$ cat src/rtl/pipe_stall_if.sv
// Handshake bundle between the pipeline datapath and the stall/flush controller.
// master: pipeline side (drives hazard/memory status, consumes keep/flush controls).
// slave:  pipe_stall_ctrl.
interface pipe_stall_if #(
  parameter int unsigned R_WIDTH = 5,
  parameter int unsigned PERF_W  = 16
);
  logic [R_WIDTH-1:0] id_rs_i;
  logic [R_WIDTH-1:0] id_rt_i;
  logic               id_uses_rt_i;
  logic               ex_mem_read_i;
  logic [R_WIDTH-1:0] ex_rd_i;
  logic               branch_taken_i;
  logic               mem_req_i;
  logic               mem_ack_i;

  logic               keep_pc_o;
  logic               keep_ifid_o;
  logic               keep_idex_o;
  logic               keep_exmem_o;
  logic               keep_memwb_o;
  logic               flush_ifid_o;
  logic               flush_idex_o;
  logic               mem_busy_o;
  logic               mem_timeout_o;
  logic [PERF_W-1:0]  stall_cnt_o;

  modport master (
    output id_rs_i, id_rt_i, id_uses_rt_i, ex_mem_read_i, ex_rd_i,
           branch_taken_i, mem_req_i, mem_ack_i,
    input  keep_pc_o, keep_ifid_o, keep_idex_o, keep_exmem_o, keep_memwb_o,
           flush_ifid_o, flush_idex_o, mem_busy_o, mem_timeout_o, stall_cnt_o
  );

  modport slave (
    input  id_rs_i, id_rt_i, id_uses_rt_i, ex_mem_read_i, ex_rd_i,
           branch_taken_i, mem_req_i, mem_ack_i,
    output keep_pc_o, keep_ifid_o, keep_idex_o, keep_exmem_o, keep_memwb_o,
           flush_ifid_o, flush_idex_o, mem_busy_o, mem_timeout_o, stall_cnt_o
  );
endinterface

$ cat src/rtl/pipe_stall_ctrl.sv
// Central stall/flush controller for the 5-stage pipeline.
// Resolves load-use hazards, taken-branch flushes and multi-cycle data-memory waits
// (with timeout into a sticky error state). keep/flush outputs are Mealy.
// Optional stall-cycle performance counter: define PIPE_STALL_PERF_CNT_EN to build it;
// otherwise stall_cnt_o is tied to zero.
module pipe_stall_ctrl #(
  parameter int unsigned R_WIDTH = 5,
  parameter int unsigned TIMEOUT = 15,
  parameter int unsigned CNT_W   = 4,
  parameter int unsigned PERF_W  = 16
) (
  input logic       clk_i,
  input logic       rst_n_i,
  pipe_stall_if.slave bus
);

  localparam logic [1:0] StRun     = 2'd0;
  localparam logic [1:0] StMemWait = 2'd1;
  localparam logic [1:0] StErr     = 2'd2;

  logic [1:0]         state_q, state_d;
  logic [CNT_W-1:0]   wait_cnt_q, wait_cnt_d;
  logic [R_WIDTH-1:0] ex_rd;
  logic               load_use;
  logic               keep_all;
  logic               keep_front;
  logic               flush_ifid;
  logic               flush_idex;

  assign ex_rd    = bus.ex_rd_i;
  assign load_use = bus.ex_mem_read_i && (ex_rd != '0) &&
                    ((ex_rd == bus.id_rs_i) || (bus.id_uses_rt_i && (ex_rd == bus.id_rt_i)));

  // Next-state and control decode; memory wait outranks branch, branch outranks load-use.
  always_comb begin
    state_d    = state_q;
    wait_cnt_d = wait_cnt_q;
    keep_all   = 1'b0;
    keep_front = 1'b0;
    flush_ifid = 1'b0;
    flush_idex = 1'b0;
    case (state_q)
      StRun: begin
        if (bus.mem_req_i && !bus.mem_ack_i) begin
          keep_all   = 1'b1;
          state_d    = StMemWait;
          wait_cnt_d = CNT_W'(1);
        end else if (bus.branch_taken_i) begin
          flush_ifid = 1'b1;
          flush_idex = 1'b1;
        end else if (load_use) begin
          keep_front = 1'b1;
          flush_idex = 1'b1;
        end
      end
      StMemWait: begin
        if (bus.mem_ack_i) begin
          // Release in the ack cycle so the pipeline advances at this edge.
          state_d    = StRun;
          wait_cnt_d = '0;
        end else begin
          keep_all = 1'b1;
          if (wait_cnt_q == CNT_W'(TIMEOUT)) begin
            state_d = StErr;
          end else begin
            wait_cnt_d = wait_cnt_q + CNT_W'(1);
          end
        end
      end
      StErr: begin
        keep_all = 1'b1;
      end
      default: begin
        state_d    = StRun;
        wait_cnt_d = '0;
      end
    endcase
  end

  // FSM state and wait counter.
  always_ff @(posedge clk_i or negedge rst_n_i) begin
    if (!rst_n_i) begin
      state_q    <= StRun;
      wait_cnt_q <= '0;
    end else begin
      state_q    <= state_d;
      wait_cnt_q <= wait_cnt_d;
    end
  end

  // Controls are forced low during reset even though inputs may still request a stall.
  assign bus.keep_pc_o     = rst_n_i && (keep_all || keep_front);
  assign bus.keep_ifid_o   = rst_n_i && (keep_all || keep_front);
  assign bus.keep_idex_o   = rst_n_i && keep_all;
  assign bus.keep_exmem_o  = rst_n_i && keep_all;
  assign bus.keep_memwb_o  = rst_n_i && keep_all;
  assign bus.flush_ifid_o  = rst_n_i && flush_ifid;
  assign bus.flush_idex_o  = rst_n_i && flush_idex;
  assign bus.mem_busy_o    = (state_q == StMemWait);
  assign bus.mem_timeout_o = (state_q == StErr);

`ifdef PIPE_STALL_PERF_CNT_EN
  logic [PERF_W-1:0] stall_cnt_q;

  // Saturating count of edges at which the PC was held.
  always_ff @(posedge clk_i or negedge rst_n_i) begin
    if (!rst_n_i) begin
      stall_cnt_q <= '0;
    end else if (bus.keep_pc_o && (stall_cnt_q != '1)) begin
      stall_cnt_q <= stall_cnt_q + PERF_W'(1);
    end
  end

  assign bus.stall_cnt_o = stall_cnt_q;
`else
  assign bus.stall_cnt_o = {PERF_W{1'b0}};
`endif

endmodule

$ cat src/flat_wrapper.sv
// flat-port wrapper written by rule: the top's interface ports become plain ports
module pipe_stall_ctrl_flat 
#(
  parameter int unsigned R_WIDTH = 5,
  parameter int unsigned TIMEOUT = 15,
  parameter int unsigned CNT_W   = 4,
  parameter int unsigned PERF_W  = 16
)
  (clk_i, rst_n_i, bus_id_rs_i, bus_id_rt_i, bus_id_uses_rt_i, bus_ex_mem_read_i, bus_ex_rd_i, bus_branch_taken_i, bus_mem_req_i, bus_mem_ack_i, bus_keep_pc_o, bus_keep_ifid_o, bus_keep_idex_o, bus_keep_exmem_o, bus_keep_memwb_o, bus_flush_ifid_o, bus_flush_idex_o, bus_mem_busy_o, bus_mem_timeout_o, bus_stall_cnt_o);
  pipe_stall_if #(.R_WIDTH(R_WIDTH), .PERF_W(PERF_W)) bus_i ();
  input logic clk_i;
  input logic rst_n_i;
  input wire logic [$bits(bus_i.id_rs_i)-1:0] bus_id_rs_i;
  input wire logic [$bits(bus_i.id_rt_i)-1:0] bus_id_rt_i;
  input wire logic [$bits(bus_i.id_uses_rt_i)-1:0] bus_id_uses_rt_i;
  input wire logic [$bits(bus_i.ex_mem_read_i)-1:0] bus_ex_mem_read_i;
  input wire logic [$bits(bus_i.ex_rd_i)-1:0] bus_ex_rd_i;
  input wire logic [$bits(bus_i.branch_taken_i)-1:0] bus_branch_taken_i;
  input wire logic [$bits(bus_i.mem_req_i)-1:0] bus_mem_req_i;
  input wire logic [$bits(bus_i.mem_ack_i)-1:0] bus_mem_ack_i;
  output wire logic [$bits(bus_i.keep_pc_o)-1:0] bus_keep_pc_o;
  output wire logic [$bits(bus_i.keep_ifid_o)-1:0] bus_keep_ifid_o;
  output wire logic [$bits(bus_i.keep_idex_o)-1:0] bus_keep_idex_o;
  output wire logic [$bits(bus_i.keep_exmem_o)-1:0] bus_keep_exmem_o;
  output wire logic [$bits(bus_i.keep_memwb_o)-1:0] bus_keep_memwb_o;
  output wire logic [$bits(bus_i.flush_ifid_o)-1:0] bus_flush_ifid_o;
  output wire logic [$bits(bus_i.flush_idex_o)-1:0] bus_flush_idex_o;
  output wire logic [$bits(bus_i.mem_busy_o)-1:0] bus_mem_busy_o;
  output wire logic [$bits(bus_i.mem_timeout_o)-1:0] bus_mem_timeout_o;
  output wire logic [$bits(bus_i.stall_cnt_o)-1:0] bus_stall_cnt_o;
  assign bus_i.id_rs_i = bus_id_rs_i;
  assign bus_i.id_rt_i = bus_id_rt_i;
  assign bus_i.id_uses_rt_i = bus_id_uses_rt_i;
  assign bus_i.ex_mem_read_i = bus_ex_mem_read_i;
  assign bus_i.ex_rd_i = bus_ex_rd_i;
  assign bus_i.branch_taken_i = bus_branch_taken_i;
  assign bus_i.mem_req_i = bus_mem_req_i;
  assign bus_i.mem_ack_i = bus_mem_ack_i;
  assign bus_keep_pc_o = bus_i.keep_pc_o;
  assign bus_keep_ifid_o = bus_i.keep_ifid_o;
  assign bus_keep_idex_o = bus_i.keep_idex_o;
  assign bus_keep_exmem_o = bus_i.keep_exmem_o;
  assign bus_keep_memwb_o = bus_i.keep_memwb_o;
  assign bus_flush_ifid_o = bus_i.flush_ifid_o;
  assign bus_flush_idex_o = bus_i.flush_idex_o;
  assign bus_mem_busy_o = bus_i.mem_busy_o;
  assign bus_mem_timeout_o = bus_i.mem_timeout_o;
  assign bus_stall_cnt_o = bus_i.stall_cnt_o;
  pipe_stall_ctrl #(.R_WIDTH(R_WIDTH), .TIMEOUT(TIMEOUT), .CNT_W(CNT_W), .PERF_W(PERF_W)) u_core (.clk_i(clk_i), .rst_n_i(rst_n_i), .bus(bus_i));
endmodule
$ cat config.mk
export PLATFORM = sky130hd
export DESIGN_NAME = pipe_stall_ctrl_flat
export DESIGN_NICKNAME = d
export VERILOG_FILES = /design/src/rtl/pipe_stall_if.sv /design/src/rtl/pipe_stall_ctrl.sv /design/src/flat_wrapper.sv
export SDC_FILE = /design/constraint.sdc
export NUM_CORES = 1
export LEC_CHECK = 0
export ABC_CLOCK_PERIOD_IN_PS = 1500
export BUFFER_PORTS_ARGS = -buffer_cell sky130_fd_sc_hd__clkbuf_2
export CORE_MARGIN = 2
export CORE_UTILIZATION = 36
export CTS_CLUSTER_DIAMETER = 50
export CTS_CLUSTER_SIZE = 30
export DETAILED_ROUTE_END_ITERATION = 12
export MAX_ROUTING_LAYER = met4
export PLACE_DENSITY = 0.75
export SLEW_MARGIN = 20
export SYNTH_ARGS = -nofsm -noshare
export SYNTH_HDL_FRONTEND = slang
export SYNTH_SLANG_ARGS = --single-unit
$ cat constraint.sdc
create_clock -name clk_i -period 1.5 [get_ports clk_i]
set_input_delay 0.3 -clock clk_i [delete_from_list [all_inputs] [get_ports clk_i]]
set_output_delay 0.3 -clock clk_i [all_outputs]
set_load 0.01 [all_outputs]
Yosys cells after proc, flatten, opt, wreduce, memory -nomap -nowiden
Index checks and enable logic that the tools add are counted.
- div/mod/pow operators: 0
- shift-type cells: 0
- eq/ne operators: 8
- multiplexer cells: 21
- bitwise gates (word level): 1
- reductions and logical operators: 15
- $mul: 0
- magnitude comparators: 0
- add/sub/neg operators: 1
- operators with widths (cell ; number):
    $mux W1 ; 12
    $mux W4 ; 3
    $pmux W4 S3 ; 1
    $eq A5 B5 Y1 ; 2
    $logic_and A1 B1 Y1 ; 8
    $mux W2 ; 3
    $pmux W2 S3 ; 1
    $reduce_and A3 Y1 ; 2
    $reduce_bool A5 Y1 ; 1
    $add A4 B1 Y4 const B ; 1
    $eq A4 B4 Y1 const B ; 1
    $ne A3 B2 Y1 const B ; 1
    $ne A3 B3 Y1 const B ; 1
    $pmux W1 S3 ; 1
    $eq A2 B1 Y1 const B ; 1
    $eq A2 B2 Y1 const B ; 1
    $logic_not A2 Y1 ; 1
    $logic_or A1 B1 Y1 ; 2
    $ne A2 B1 Y1 const B ; 1
    $logic_not A1 Y1 ; 1
    $not A1 Y1 ; 1
- memory bits (writable): 0
- bits in read-only memories: 0
- memories: 0
- logic and storage cells: 48
- latch bits: 0
- flip-flop bits (word level): 6
- bits of input ports: 22
- output and inout bits: 25

Logic depth before layout (Yosys ltp)
- word-level depth: 10
- mapped depth: 5
- depth with buffers taken out: 5

Worst setup path before layout
No wires, ideal clock.
- path type: input -> output
- start: in bus_ex_rd_i[3]
- end: out bus_keep_pc_o
- path buffers: 1
- setup slack: -309 ps
- stages: 5
- arrival: 1509 ps
- required time: 1200 ps
- cells stage by stage: xor2_1 -> nor4_2 -> a32oi_1 -> o41ai_2 -> buf_4
- word-level cells in the longest chain between the ends: 10
- RTL lines (what ; line ; RTL):
    start: declaration ; flat_wrapper.sv:17 ; input wire logic [$bits(bus_i.ex_rd_i)-1:0] bus_ex_rd_i;
    $eq A5 B5 Y1 ; pipe_stall_ctrl.sv:32 ; ((ex_rd == bus.id_rs_i) || (bus.id_uses_rt_i && (ex_rd == bus.id_rt_i)));
    $logic_and A1 B1 Y1 ; pipe_stall_ctrl.sv:32 ;
    $logic_or A1 B1 Y1 ; pipe_stall_ctrl.sv:32 ;
    $logic_and A1 B1 Y1 (*) ; pipe_stall_ctrl.sv:31 ; assign load_use = bus.ex_mem_read_i && (ex_rd != '0) &&
    $mux W1 (*) ; pipe_stall_ctrl.sv:51 ; end else if (load_use) begin
    $mux W1 (*) ; pipe_stall_ctrl.sv:48 ; end else if (bus.branch_taken_i) begin
    $mux W1 (*) ; pipe_stall_ctrl.sv:44 ; if (bus.mem_req_i && !bus.mem_ack_i) begin
    $mux W1 (*) ; pipe_stall_ctrl.sv:42 ; case (state_q)
    $logic_or A1 B1 Y1 (*) ; - ;
    $logic_and A1 B1 Y1 (*) ; - ;
    end: declaration ; flat_wrapper.sv:21 ; output wire logic [$bits(bus_i.keep_pc_o)-1:0] bus_keep_pc_o;
Mark *: on every way between the ends. The rest lies on a longest branch, timed or not.

Worst setup path after layout
- start: in bus_ex_rd_i[2]
- end: out bus_keep_ifid_o
- word-level cells in the longest chain between the ends: 10
- RTL lines (what ; line ; RTL):
    $eq A5 B5 Y1 ; pipe_stall_ctrl.sv:32 ;
    $logic_and A1 B1 Y1 ; pipe_stall_ctrl.sv:32 ;
    $logic_or A1 B1 Y1 ; pipe_stall_ctrl.sv:32 ;
    $logic_and A1 B1 Y1 (*) ; pipe_stall_ctrl.sv:31 ;
    $mux W1 (*) ; pipe_stall_ctrl.sv:51 ;
    $mux W1 (*) ; pipe_stall_ctrl.sv:48 ;
    $mux W1 (*) ; pipe_stall_ctrl.sv:44 ;
    $mux W1 (*) ; pipe_stall_ctrl.sv:42 ;
    $logic_or A1 B1 Y1 (*) ; pipe_stall_ctrl.sv:93 ; assign bus.keep_ifid_o = rst_n_i && (keep_all || keep_front);
    $logic_and A1 B1 Y1 (*) ; pipe_stall_ctrl.sv:93 ;
    end: declaration ; flat_wrapper.sv:22 ; output wire logic [$bits(bus_i.keep_ifid_o)-1:0] bus_keep_ifid_o;
Marks and branches as above.

==> results.cfg <==
[final_layout]
num_antenna_cells = 0
fin_util = 0.543
layout-drive-gt1-share = 0.468
num-nets-final = 149
area_delta_synth_final_pct = 41.8

[route]
vias = 683
routedWlPerCell_um = 11.2
drc = 0
ant_nets = 0
detail_route.first_pass.iterations = 4
viasPerCell = 4.58
drt_wl_total_mm = 1.67
drtIter0Drc = 31

[clock_network]
cts_tree = built
clockBufferDepth = 2
clkSlewWorstSetupHoldPaths_ns = 0.05
cts_buffers = 3
worstSkewPairLatency_ns = 0.25
ctsRootBufferMaster = clkbuf_4
htree_levels = 1
cts.sinks = 6
cts_hold_buf = 0

[global_route]
antenna_found_initial = 0
grt_pass1_wl_mm = 2.19
grt_start_max_net_pins = 9
grt_pass1_vias = 591
grtUsageTotal = 0.144
grt_overflow = 0

[sta]
timing.fmax_mhz = 557
period_share = 1.20
min_period_ns = 1.80
setup_viol = 7
hold_violations = 0
worst_slack_ns = -0.296
rsz0062_at_grt = true
drv_slew = 0
clock_skew_ns = 0.00500

[worst_setup_path]
reg2reg_to = u_core.wait_cnt_q[1]
rrSetupSlack_ns = 0.06
reg2reg_from = u_core.wait_cnt_q[0]
arrival_ns = 1.50
cp_max_fo = 3
crit_type = in2out
cp_slowest_stage_delay_ns = 0.31
cp-start-kind = input pin
r2r_cells = 5
end_kind = output pin
crit_chain = buf_8 -> xor2_2 -> nor4_2 -> a32oi_1 -> o41ai_2 -> buf_2
critPathRequiredTime_ns = 1.20
slowest_stage = o41ai_2

[yosys]
synthFlopType = dfrtp_1
async_flop_share = 1.00
ys_types = 30
ys_ff_latch = 6
synth-edff-count = 0
synth_warnings = 0
syn_area_per_cell_um2 = 8.15
netlist_instances = 82
synth-seq-area-share = 0.225
synth_area_um2 = 668

[place]
place_ws_ns = -0.392
gp_congestion = 0.823
hpwlAfterDp_mm = 1.26
place.port_buffers = 30

[flow_run]
cap_violations = 0

[hold_path]
min_path_type = in2async

[die]
rows = 15
start_util = 0.383
pin_count = 47
core-area_um2 = 1750
die_h_um = 47.1
die-area_um2 = 2220
die_w_um = 47.1

[pwr]
cellLeakagePower_nw = 0.505
ir_drop_mv = 0.435
power_density_nw_per_um2 = 603

[run_status]
violations = setup timing
outcome = finished, violations left
-- per-layer routing --
metal | global-route usage | routed length (um)
met4 | 0.0500 | 17
met2 | 0.271 | 877
met3 | 0.0231 | 133
met1 | 0.148 | 640
met5 | - | 0
-- how the worst max path moves through the flow --
stage / startpoint / to / slack [ns] / depth (start not counted)
finish: bus_ex_rd_i[2] / bus_keep_ifid_o / -0.30 / 6
global route: bus_ex_rd_i[2] / bus_keep_ifid_o / -0.36 / 6
CTS: bus_ex_rd_i[2] / bus_keep_pc_o / -0.35 / 6
detailed placement: bus_ex_rd_i[3] / bus_keep_pc_o / -0.39 / 6
global placement: bus_ex_rd_i[3] / bus_keep_pc_o / -0.38 / 6
floorplan: bus_ex_rd_i[3] / bus_keep_pc_o / -0.31 / 5
-- flip-flops by register name, summed over array words and instances (netlist names) --
name	cells
u_core.state_q	2
u_core.wait_cnt_q	4
-- cell type report --
class                      instances  area [um2]
fill                             174         798
clock buffer                       3        22.5
tap                               25        31.3
sequential                         6         153
inverter                           3        11.3
timing repair buffer              44         285
multi-input combinational         68         444
-- per-stage QoR --
stage	hold WS (ns)	power [W]	cells	cell area [um2]	TNS, ns
3_5_place_dp	0.260	0.000393	141	826	-1.09
6_report	0.0151	0.000571	149	947	-1.05
2_1_floorplan	0.00441	0.000335	97	724	-0.462
5_1_grt	0.0381	0.000608	149	947	-1.48
4_1_cts	0.00967	0.000558	148	900	-1.13
3_3_place_gp	0.255	0.000386	141	826	-1.01
-- synthesized netlist by cell type, drive strengths merged (2+ instances only) --
master / instances / area share
nor3: 2 / 0.015
o21ai: 4 / 0.030
inv: 3 / 0.017
xor2: 9 / 0.12
a211oi: 2 / 0.022
buf: 20 / 0.22
o31ai: 2 / 0.022
nand2: 7 / 0.039
nor2: 5 / 0.028
nand3: 3 / 0.022
o21a: 2 / 0.022
dfrtp: 6 / 0.22
-- repair_timing --
| action | CTS | global route |
|---|---|---|
| cloned | 0 | 0 |
| pin swaps | 6 | 1 |
| setup buffers | 4 | 1 |
| endpoints found under the setup margin | 7 | 8 |
| gates resized for setup | 7 | 17 |
-- placed cells by master, fill, tap and decap left out, types with 3 or more instances in the layout --
cell type and count:
clkbuf_2 23, conb_1 16, buf_4 12, xor2_1 8, nand2_1 7, buf_2 4, buf_6 4, dfrtp_1 4
nor2_1 3, o21ai_0 3, nand3_1 3, clkbuf_4 3
-- logic make-up (layout without fill, tap and decap cells) --
| logic type | after synthesis | in the layout | share of synthesized area |
|---|---|---|---|
| AO/OA/AOI/OAI | 17 | 17 | 0.193 |
| XOR/XNOR | 10 | 10 | 0.131 |
| adder cells (fa/ha/maj) | 1 | 1 | 0.0187 |
| buffers and inverters | 23 | 50 | 0.238 |
| flip-flops | 6 | 6 | 0.225 |
| multiplexers | 1 | 1 | 0.0150 |
| other | 1 | 16 | 0.00561 |
| AND/OR/NAND/NOR | 23 | 23 | 0.174 |
-- where the power goes --
part	internal (W)	switching (W)	leakage, nW
logic	0.000114	0.000118	0.415
clock network	0.0000906	0.0000599	0.0138
registers	0.000177	0.0000123	0.0765
total	0.000381	0.000190	0.505
-- critical path: cells and delay by family --
| kind | cells | cell delay, ns |
|---|---|---|
| AOI/OAI and AO/OA | 2 | 0.47 |
| xor gates and xnor gates | 1 | 0.17 |
| buffers and inverters | 2 | 0.28 |
| and+or+nand+nor | 1 | 0.26 |
(Power assumes the default switching activity.)
